[src/rtl/mult_ctrl_pkg.sv]
// Shared types and helpers for the shift-add multiplier sequencing controller.
package mult_ctrl_pkg;

  typedef enum logic [1:0] {
    StIdle = 2'd0,
    StLoad = 2'd1,
    StRun  = 2'd2,
    StDone = 2'd3
  } state_e;

  // Width needed to count 0..width steps inclusive.
  function automatic int unsigned cnt_width(input int unsigned width);
    return $clog2(width + 1);
  endfunction

endpackage

[src/rtl/tick_div.sv]
// Free-running enable divider: one-cycle tick when the count reaches DIV-1, then wraps.
module tick_div #(
  parameter int unsigned DIV = 2
) (
  input  logic clk100MHz,
  input  logic rst,
  input  logic clr,
  input  logic en,
  output logic tick
);

  localparam int unsigned CW = $clog2(DIV);
  localparam logic [CW-1:0] LAST = CW'(DIV - 1);

  logic [CW-1:0] cnt_q;

  always_ff @(posedge clk100MHz or negedge rst) begin
    if (!rst) begin
      cnt_q <= '0;
    end else if (clr) begin
      cnt_q <= '0;
    end else if (en) begin
      cnt_q <= (cnt_q == LAST) ? '0 : cnt_q + CW'(1);
    end
  end

  assign tick = en & (cnt_q == LAST);

endmodule

[src/rtl/mult_seq_ctrl.sv]
// Sequencer for an iterative shift-add multiplier: one step per slow tick or per clock,
// plus a free-running display scan enable.
module mult_seq_ctrl
  import mult_ctrl_pkg::*;
#(
  parameter int unsigned WIDTH    = 4,
  parameter int unsigned STEP_DIV = 400000000,
  parameter int unsigned SCAN_DIV = 20000
) (
  input  logic                          clk100MHz,
  input  logic                          rst,
  input  logic                          go,
  input  logic                          fast,
  input  logic [WIDTH-1:0]              a,
  input  logic [WIDTH-1:0]              b,
  output logic                          busy,
  output logic                          done,
  output logic [2*WIDTH-1:0]            product,
  output logic [cnt_width(WIDTH)-1:0]   step_cnt,
  output logic [1:0]                    state,
  output logic                          scan_tick
);

  localparam int unsigned CNT_W = cnt_width(WIDTH);

  state_e              state_q, state_d;
  logic                go_q;
  logic                start;
  logic                step_tick;
  logic                step_en;
  logic [2*WIDTH-1:0]  mcand_q;
  logic [WIDTH-1:0]    mplier_q;
  logic [2*WIDTH-1:0]  product_q;
  logic [CNT_W-1:0]    step_cnt_q;
  logic                busy_q, done_q;

  assign start   = go & ~go_q;
  assign step_en = fast | step_tick;

  tick_div #(
    .DIV (STEP_DIV)
  ) u_step_div (
    .clk100MHz (clk100MHz),
    .rst       (rst),
    .clr       (state_q == StLoad),
    .en        (state_q == StRun),
    .tick      (step_tick)
  );

  tick_div #(
    .DIV (SCAN_DIV)
  ) u_scan_div (
    .clk100MHz (clk100MHz),
    .rst       (rst),
    .clr       (1'b0),
    .en        (1'b1),
    .tick      (scan_tick)
  );

  always_comb begin
    state_d = state_q;
    unique case (state_q)
      StIdle: if (start) state_d = StLoad;
      StLoad: state_d = StRun;
      StRun:  if (step_en && step_cnt_q == CNT_W'(WIDTH - 1)) state_d = StDone;
      StDone: if (start) state_d = StLoad;
      default: state_d = StIdle;
    endcase
  end

  // go_q resets high so a go held through reset is not seen as a rising edge.
  always_ff @(posedge clk100MHz or negedge rst) begin
    if (!rst) begin
      state_q <= StIdle;
      go_q    <= 1'b1;
      busy_q  <= 1'b0;
      done_q  <= 1'b0;
    end else begin
      state_q <= state_d;
      go_q    <= go;
      busy_q  <= (state_d == StLoad) || (state_d == StRun);
      done_q  <= (state_d == StDone);
    end
  end

  always_ff @(posedge clk100MHz or negedge rst) begin
    if (!rst) begin
      mcand_q    <= '0;
      mplier_q   <= '0;
      product_q  <= '0;
      step_cnt_q <= '0;
    end else if (state_q == StLoad) begin
      mcand_q    <= {{WIDTH{1'b0}}, a};
      mplier_q   <= b;
      product_q  <= '0;
      step_cnt_q <= '0;
    end else if (state_q == StRun && step_en) begin
      if (mplier_q[0]) product_q <= product_q + mcand_q;
      mcand_q    <= mcand_q << 1;
      mplier_q   <= mplier_q >> 1;
      step_cnt_q <= step_cnt_q + CNT_W'(1);
    end
  end

  assign busy     = busy_q;
  assign done     = done_q;
  assign product  = product_q;
  assign step_cnt = step_cnt_q;
  assign state    = state_q;

endmodule

[config.mk]
export PLATFORM = sky130hd
export DESIGN_NAME = mult_seq_ctrl
export DESIGN_NICKNAME = d
export VERILOG_FILES = /design/src/rtl/mult_ctrl_pkg.sv /design/src/rtl/tick_div.sv /design/src/rtl/mult_seq_ctrl.sv
export SDC_FILE = /design/constraint.sdc
export NUM_CORES = 1
export LEC_CHECK = 0
export CORE_MARGIN = 3
export CORE_UTILIZATION = 53
export CTS_CLUSTER_DIAMETER = 200
export CTS_CLUSTER_SIZE = 28
export DETAILED_ROUTE_END_ITERATION = 10
export GPL_TIMING_DRIVEN = 0
export PLACE_DENSITY = 0.76
export SYNTH_ARGS = -nofsm -noshare
export SYNTH_HDL_FRONTEND = slang
export SYNTH_HIERARCHICAL = 1
export SYNTH_SLANG_ARGS = --single-unit
[constraint.sdc]
create_clock -name clk100MHz -period 2.4 [get_ports clk100MHz]
set_input_delay 0.48 -clock clk100MHz [delete_from_list [all_inputs] [get_ports clk100MHz]]
set_output_delay 0.48 -clock clk100MHz [all_outputs]
set_load 0.05 [all_outputs]
# == After elaboration in Yosys (flattened, before gate mapping) ==
# Index checks and enable logic that the tools add are counted.
# op_classes
n_addsub,4
n_mul,0
div,0
n_lt_le_gt_ge,0
eq_ne,9
shifts,0
n_mux,16
n_bitwise,4
reduce_logical,9
# ops
operator,count
$mux W29,3
$mux W8,5
$add A29 B1 Y29 const B,1
$eq A29 B29 Y1 const B,1
$add A15 B1 Y15 const B,1
$eq A15 B15 Y1 const B,1
$mux W15,1
$add A8 B8 Y8,1
$eq A2 B2 Y1 const B,4
$mux W4,2
$mux W3,2
$pmux W2 S3,1
$reduce_bool A2 Y1,3
$eq A2 B1 Y1 const B,2
$mux W2,2
$add A3 B1 Y3 const B,1
$eq A3 B2 Y1 const B,1
$and A1 B1 Y1,2
$logic_and A1 B1 Y1,2
$logic_not A2 Y1,1
$reduce_and A2 Y1,1
$reduce_or A2 Y1,1
$logic_or A1 B1 Y1,1
$not A1 Y1,1
$or A1 B1 Y1,1
# word_totals
ff_bits,72
latchBits,0
mem_bits_rw,0
rom_bits,0
inputBits,12
elab_cells,52
n_memories,0

# == Longest topological paths before layout ==
# depth
word_depth,8
depth_mapped,10
ltp_nobuf,10

# == By module ==
# The synthesis kept the hierarchy.
# modules_own_cells
module,instances,cells_each,area_per_inst_um2,seq_area_each_um2
tick_div at u_step_div,1,185,1714.1,725.7
mult_seq_ctrl,1,157,1532.7,701.9
tick_div at u_scan_div,1,85,844.6,375.4

# == Least setup slack after synthesis ==
# OpenSTA, ideal clock, no wires.
# synth_timing
path_kind,register -> register
from,"register state_q[0], in the netlist state[0]"
to,"register busy_q, in the netlist busy"
setup_time_ns,0.126
arrival_time_ns,2.447
required_time_ns,2.274
slack_ns,-0.173
path_stages_with_launch,10
path_buffers,2
path_cell_list,dfrtp_1 -> inv_1 -> ha_1 -> clkbuf_1 -> and2_1 -> o21a_2 -> buf_2 -> a222oi_1 -> nor2_1 -> ha_1
# synth_via
elab_chain_len,8
word_cells_on_any_way,14
cone_classes,eq/ne (5); mux (3); bitwise (2); reduce/logical (4)
# synth_rtl
item,line,text
start: declaration,mult_seq_ctrl.sv:26,"state_e state_q, state_d;"
start signal: assignment,mult_seq_ctrl.sv:74,state_q <= StIdle;
start signal: assignment,mult_seq_ctrl.sv:79,state_q <= state_d;
$eq A2 B2 Y1 (*),mult_seq_ctrl.sv:46,".en (state_q == StRun),"
$and A1 B1 Y1 (*),tick_div.sv:27,assign tick = en & (cnt_q == LAST);
named net step_tick,mult_seq_ctrl.sv:29,logic step_tick;
$or A1 B1 Y1 (*),mult_seq_ctrl.sv:38,assign step_en = fast | step_tick;
$logic_and A1 B1 Y1 (*),mult_seq_ctrl.sv:65,StRun: if (step_en && step_cnt_q == CNT_W'(WIDTH - 1)) state_d = StDone;
$mux W2 (*),mult_seq_ctrl.sv:65,
$pmux W2 S3 (*),mult_seq_ctrl.sv:62,unique case (state_q)
named net state_d[0],mult_seq_ctrl.sv:26,
$eq A2 B1 Y1 or $eq A2 B2 Y1 (tied branches),mult_seq_ctrl.sv:81,busy_q <= (state_d == StLoad) || (state_d == StRun);
$logic_or A1 B1 Y1 (*),mult_seq_ctrl.sv:81,
end signal: assignment,mult_seq_ctrl.sv:81,
end: declaration,mult_seq_ctrl.sv:35,"logic busy_q, done_q;"
# Mark *: on every way through the listed nets, which the timed path passes. The rest lies on a longest branch.
# A chain may end at the register's enable or synchronous reset.

# == Worst setup path in the final report ==
# layout_timing
from,register u_step_div.cnt_q[1]
to,"register busy_q, in the netlist busy"
# layout_via
elab_chain_len,8
word_cells_on_any_way,9
cone_classes,eq/ne (3); mux (2); bitwise (2); reduce/logical (2)
# layout_rtl
item,line,text
start: declaration,tick_div.sv:15,logic [CW-1:0] cnt_q;
start signal: assignment,tick_div.sv:23,cnt_q <= (cnt_q == LAST) ? '0 : cnt_q + CW'(1);
$eq A29 B29 Y1 (*),tick_div.sv:27,
$and A1 B1 Y1 (*),tick_div.sv:27,
named net step_tick,mult_seq_ctrl.sv:29,
$or A1 B1 Y1 (*),mult_seq_ctrl.sv:38,
$logic_and A1 B1 Y1 (*),mult_seq_ctrl.sv:65,
$mux W2 (*),mult_seq_ctrl.sv:65,
$pmux W2 S3 (*),mult_seq_ctrl.sv:62,
named net state_d[0],mult_seq_ctrl.sv:26,
$eq A2 B1 Y1 or $eq A2 B2 Y1 (tied branches),mult_seq_ctrl.sv:81,
$logic_or A1 B1 Y1 (*),mult_seq_ctrl.sv:81,
# Marked as above.

==> impl_metrics.yaml <==
die:
  start_util_pct: 55.52
  floorplan.rows: 31
  num_io_pins: 28
  dieArea_mm2: 0.008810
  core-area_mm2: 0.007370
  die_width_um: 93.86
  die_h_um: 93.86
power_and_ir_drop:
  net-switching-power_mw: 1.976
  swShare_pct: 42.00
  p_per_area_mw_per_mm2: 956.7
  peakVddDrop_mv: 0.6874
  seqPwrFrac_pct: 36.6
  leakage_nw: 2.062
  intPower_mw: 2.729
  pwr-share-comb_pct: 44.6
  p_clk_share_pct: 18.8
sta:
  fin_skew_ns: 0.01389
  fmaxAchievable_mhz: 416.6
  rsz0062_at_grt: "yes"
  slew_violations: 0
  timing.final.ws_setup_ns: -0.0001621
  finalCritPeriodShare_pct: 100.0
  final.min_clock_period_ns: 2.400
  relSlewSlack_pct: 37.51
  worst_pin_slew_ns: 0.9373
  final_hold_viol_count: 0
  finalSetupViolCount: 1
  fin_setup_tns_ns: -0.0001621
setup_path:
  cp_max_fo: 5
  crit_path_start: "u_step_div/cnt_q[1]"
  r2r-start: "u_step_div/cnt_q[1]"
  arrival_ns: 2.63
  worst_setup_path_end_kind: "flip-flop"
  path_class: "flip-flop to flip-flop"
  worstSetupStartpointType: "flip-flop"
  required_ns: 2.63
placed_design:
  port-buffer-count: 27
  hpwl_um: 6007
  gp_congestion: 0.7908
  post-place-cells: 553
  place_area_mm2: 0.004497
yosys:
  yosysWarnings: 6
  synth_top_cell_by_area: "dfrtp_1"
  netlist_area_mm2: 0.004091
  ys.flop_type: "dfrtp_1"
  synthArstFlopShare_pct: 100.0
  yosys-top-cells-area: "dfrtp_1 (43%), nor2_1 (4.7%), nand2_1 (4.5%), xnor2_1 (4.5%), ha_1 (4.3%)"
  ys_types: 73
  avgSynthCellArea_um2: 9.582
  ys_seq_elements: 72
  seq_area_frac_synth_pct: 44.07
  synth_nets: 454
  netlist_instances: 427
  synth-edff-count: 0
  synth_top_cell_area_share_pct: 43.43
clock_network:
  cts_tree: "built"
  htreeDepth: 3
  clk_latency_ns: 0.35
  root_buffer: "clkbuf_8"
  clk_pin_slew_worst_paths_ns: 0.07
  clock-sinks: 72
  holdBufCountCts: 0
  cts_max_path_buffers: 2
  cts_buffers: 9
detailed_routing:
  vias: 3295
  ant_nets: 0
  routed_wl_um: 8791
  wire_per_inst_um: 14.95
  viasPerCell: 5.604
  remaining_drc_errors: 0
  initialDrtViolationCount: 140
  first_pass_iters: 4
layout:
  drive_above_1_share_pct: 17.79
  num_antenna_cells: 0
  syn_to_final_growth_pct: 20.18
  fill_cells: 594
  layout.nets: 511
  multi_input_area_mm2: 0.002266
  stdcell_count: 588
  stdcell_area_mm2: 0.004917
  seq_area_mm2: 0.001812
outcome:
  violations: "setup timing"
  outcome: "complete, but fails checks"
global_routing:
  grt_pass1_wl_um: 15490
  grt_pass1_vias: 3351
  antenna_found_initial: 0
  grt_overflow_total: 0
  grt_max_degree: 73
  grt_usage_pct: 21.92
min_path:
  hold_path_class: "input port to asynchronous set/reset pin"
run:
  cap_viol_max_count: 0
[worst max-delay path: stages, from the launching register on]
cell	delay [ns]
dfrtp_1	0.40
ha_4	0.17
nand3_2	0.07
or3_4	0.41
nor3_4	0.24
and2_4	0.20
o21a_4	0.19
buf_8	0.12
a222oi_1	0.07
nor2_1	0.16
ha_1	0.25
[synthesized netlist by cell type (all sizes together) (6+ instances only)]
master,instances
nand2,50
ha,14
nand4,10
nor4,9
xor2,11
dfrtp,71
inv,6
nand3,28
clkbuf,8
nor2,51
a31oi,8
xnor2,21
nand2b,6
o21ai,12
mux2i,7
buf,8
a21oi,18
nor3,14
[layout make-up]
cell class | count | area share, %
Buffer | 16 | 2.010
Clock buffer | 11 | 2.875
Clock inverter | 5 | 0.8397
Inverter | 6 | 0.4580
Multi-Input combinational cell | 333 | 46.08
Sequential cell | 72 | 36.84
Tap cell | 99 | 2.519
Timing Repair Buffer | 46 | 8.371
[through the flow]
stage                     util [%]  worst slack, ns  hold slack [ns]  power [mW]
final                        66.72       -0.0001621           0.2386       4.704
after global routing         66.72         -0.09805           0.3257       5.035
after CTS                    64.21         0.007154           0.2916       4.599
after detailed placement     61.02          -0.3314           0.5248       3.648
after global placement       61.05           -1.873           0.5140       3.569
after floorplan                  -          0.01544           0.1844       3.071
[repair_timing]
item / in CTS / in global routing
pin swaps: 3 / 9
setup buffers: 4 / 15
endpoints found under the hold margin: 0 / 0
endpoints found under the setup margin: 20 / 12
cloned: 0 / 0
gates resized for setup: 13 / 16
[sequential cells by signal, summed over array words and instances, names as in the netlist]
signal	flops
u_step_div/cnt_q	29
done	1
state	2
u_scan_div/cnt_q	15
mplier_q	4
product	8
busy	1
mcand_q	8
go_q	1
step_cnt	3
[layout by cell type (no fill, tap or decap), drive strengths merged, types with 18 or more instances in the layout]
cell type      instances
nand2                 50
a21oi                 18
nor2                  51
dfrtp                 71
xnor2                 21
buf                   28
nand3                 28
clkbuf                20
clkdlybuf4s50         25
[path summary, 6_finish.rpt]
check                                 endpoint  slack, ns  cells after the start
setup / recovery                          busy    -0.0002                     10
hold / removal             u_step_div/cnt_q[0]       0.24                      1
setup reg to reg                          busy    -0.0002                     10
hold reg to reg                    mplier_q[3]       0.55                      2
max in group asynchronous  u_step_div/cnt_q[5]       1.46                      1
min in group clk100MHz             mplier_q[3]       0.55                      2
[routing by layer]
| layer | part of all wire (%) | up-vias | wire length, µm | GRT usage, % |
|---|---|---|---|---|
| li1 | - | 1634 | - | - |
| met1 | 45 | 1592 | 3998 | 27.83 |
| met2 | 49 | 56 | 4306 | 36.13 |
| met3 | 4.2 | 13 | 367 | 5.849 |
| met4 | 1.4 | 0 | 120 | 7.581 |
| met5 | 0 | - | 0 | 0 |
[power by group through the flow]
| stage | combinational (mW) | sequential [mW] | clock, mW |
|---|---|---|---|
| finish | 2.10 | 1.72 | 0.883 |
| global placement | 1.85 | 1.72 | 0 |
| CTS | 1.98 | 1.71 | 0.910 |
| floorplan | 1.01 | 2.06 | 0 |
| detailed placement | 1.92 | 1.73 | 0 |
| global route | 2.30 | 1.77 | 0.964 |
[logic make-up after synthesis]
group           Yosys count  share of synthesized area (%)
compound gates           63                          10.80
xor+xnor                 32                          6.850
fa+ha+maj                15                          4.771
buf+inv                  22                          2.630
flops                    72                          44.07
mux                      10                          2.538
other cells               2                         0.1836
simple gates            211                          28.17
Power figures use the tool's default switching activity.
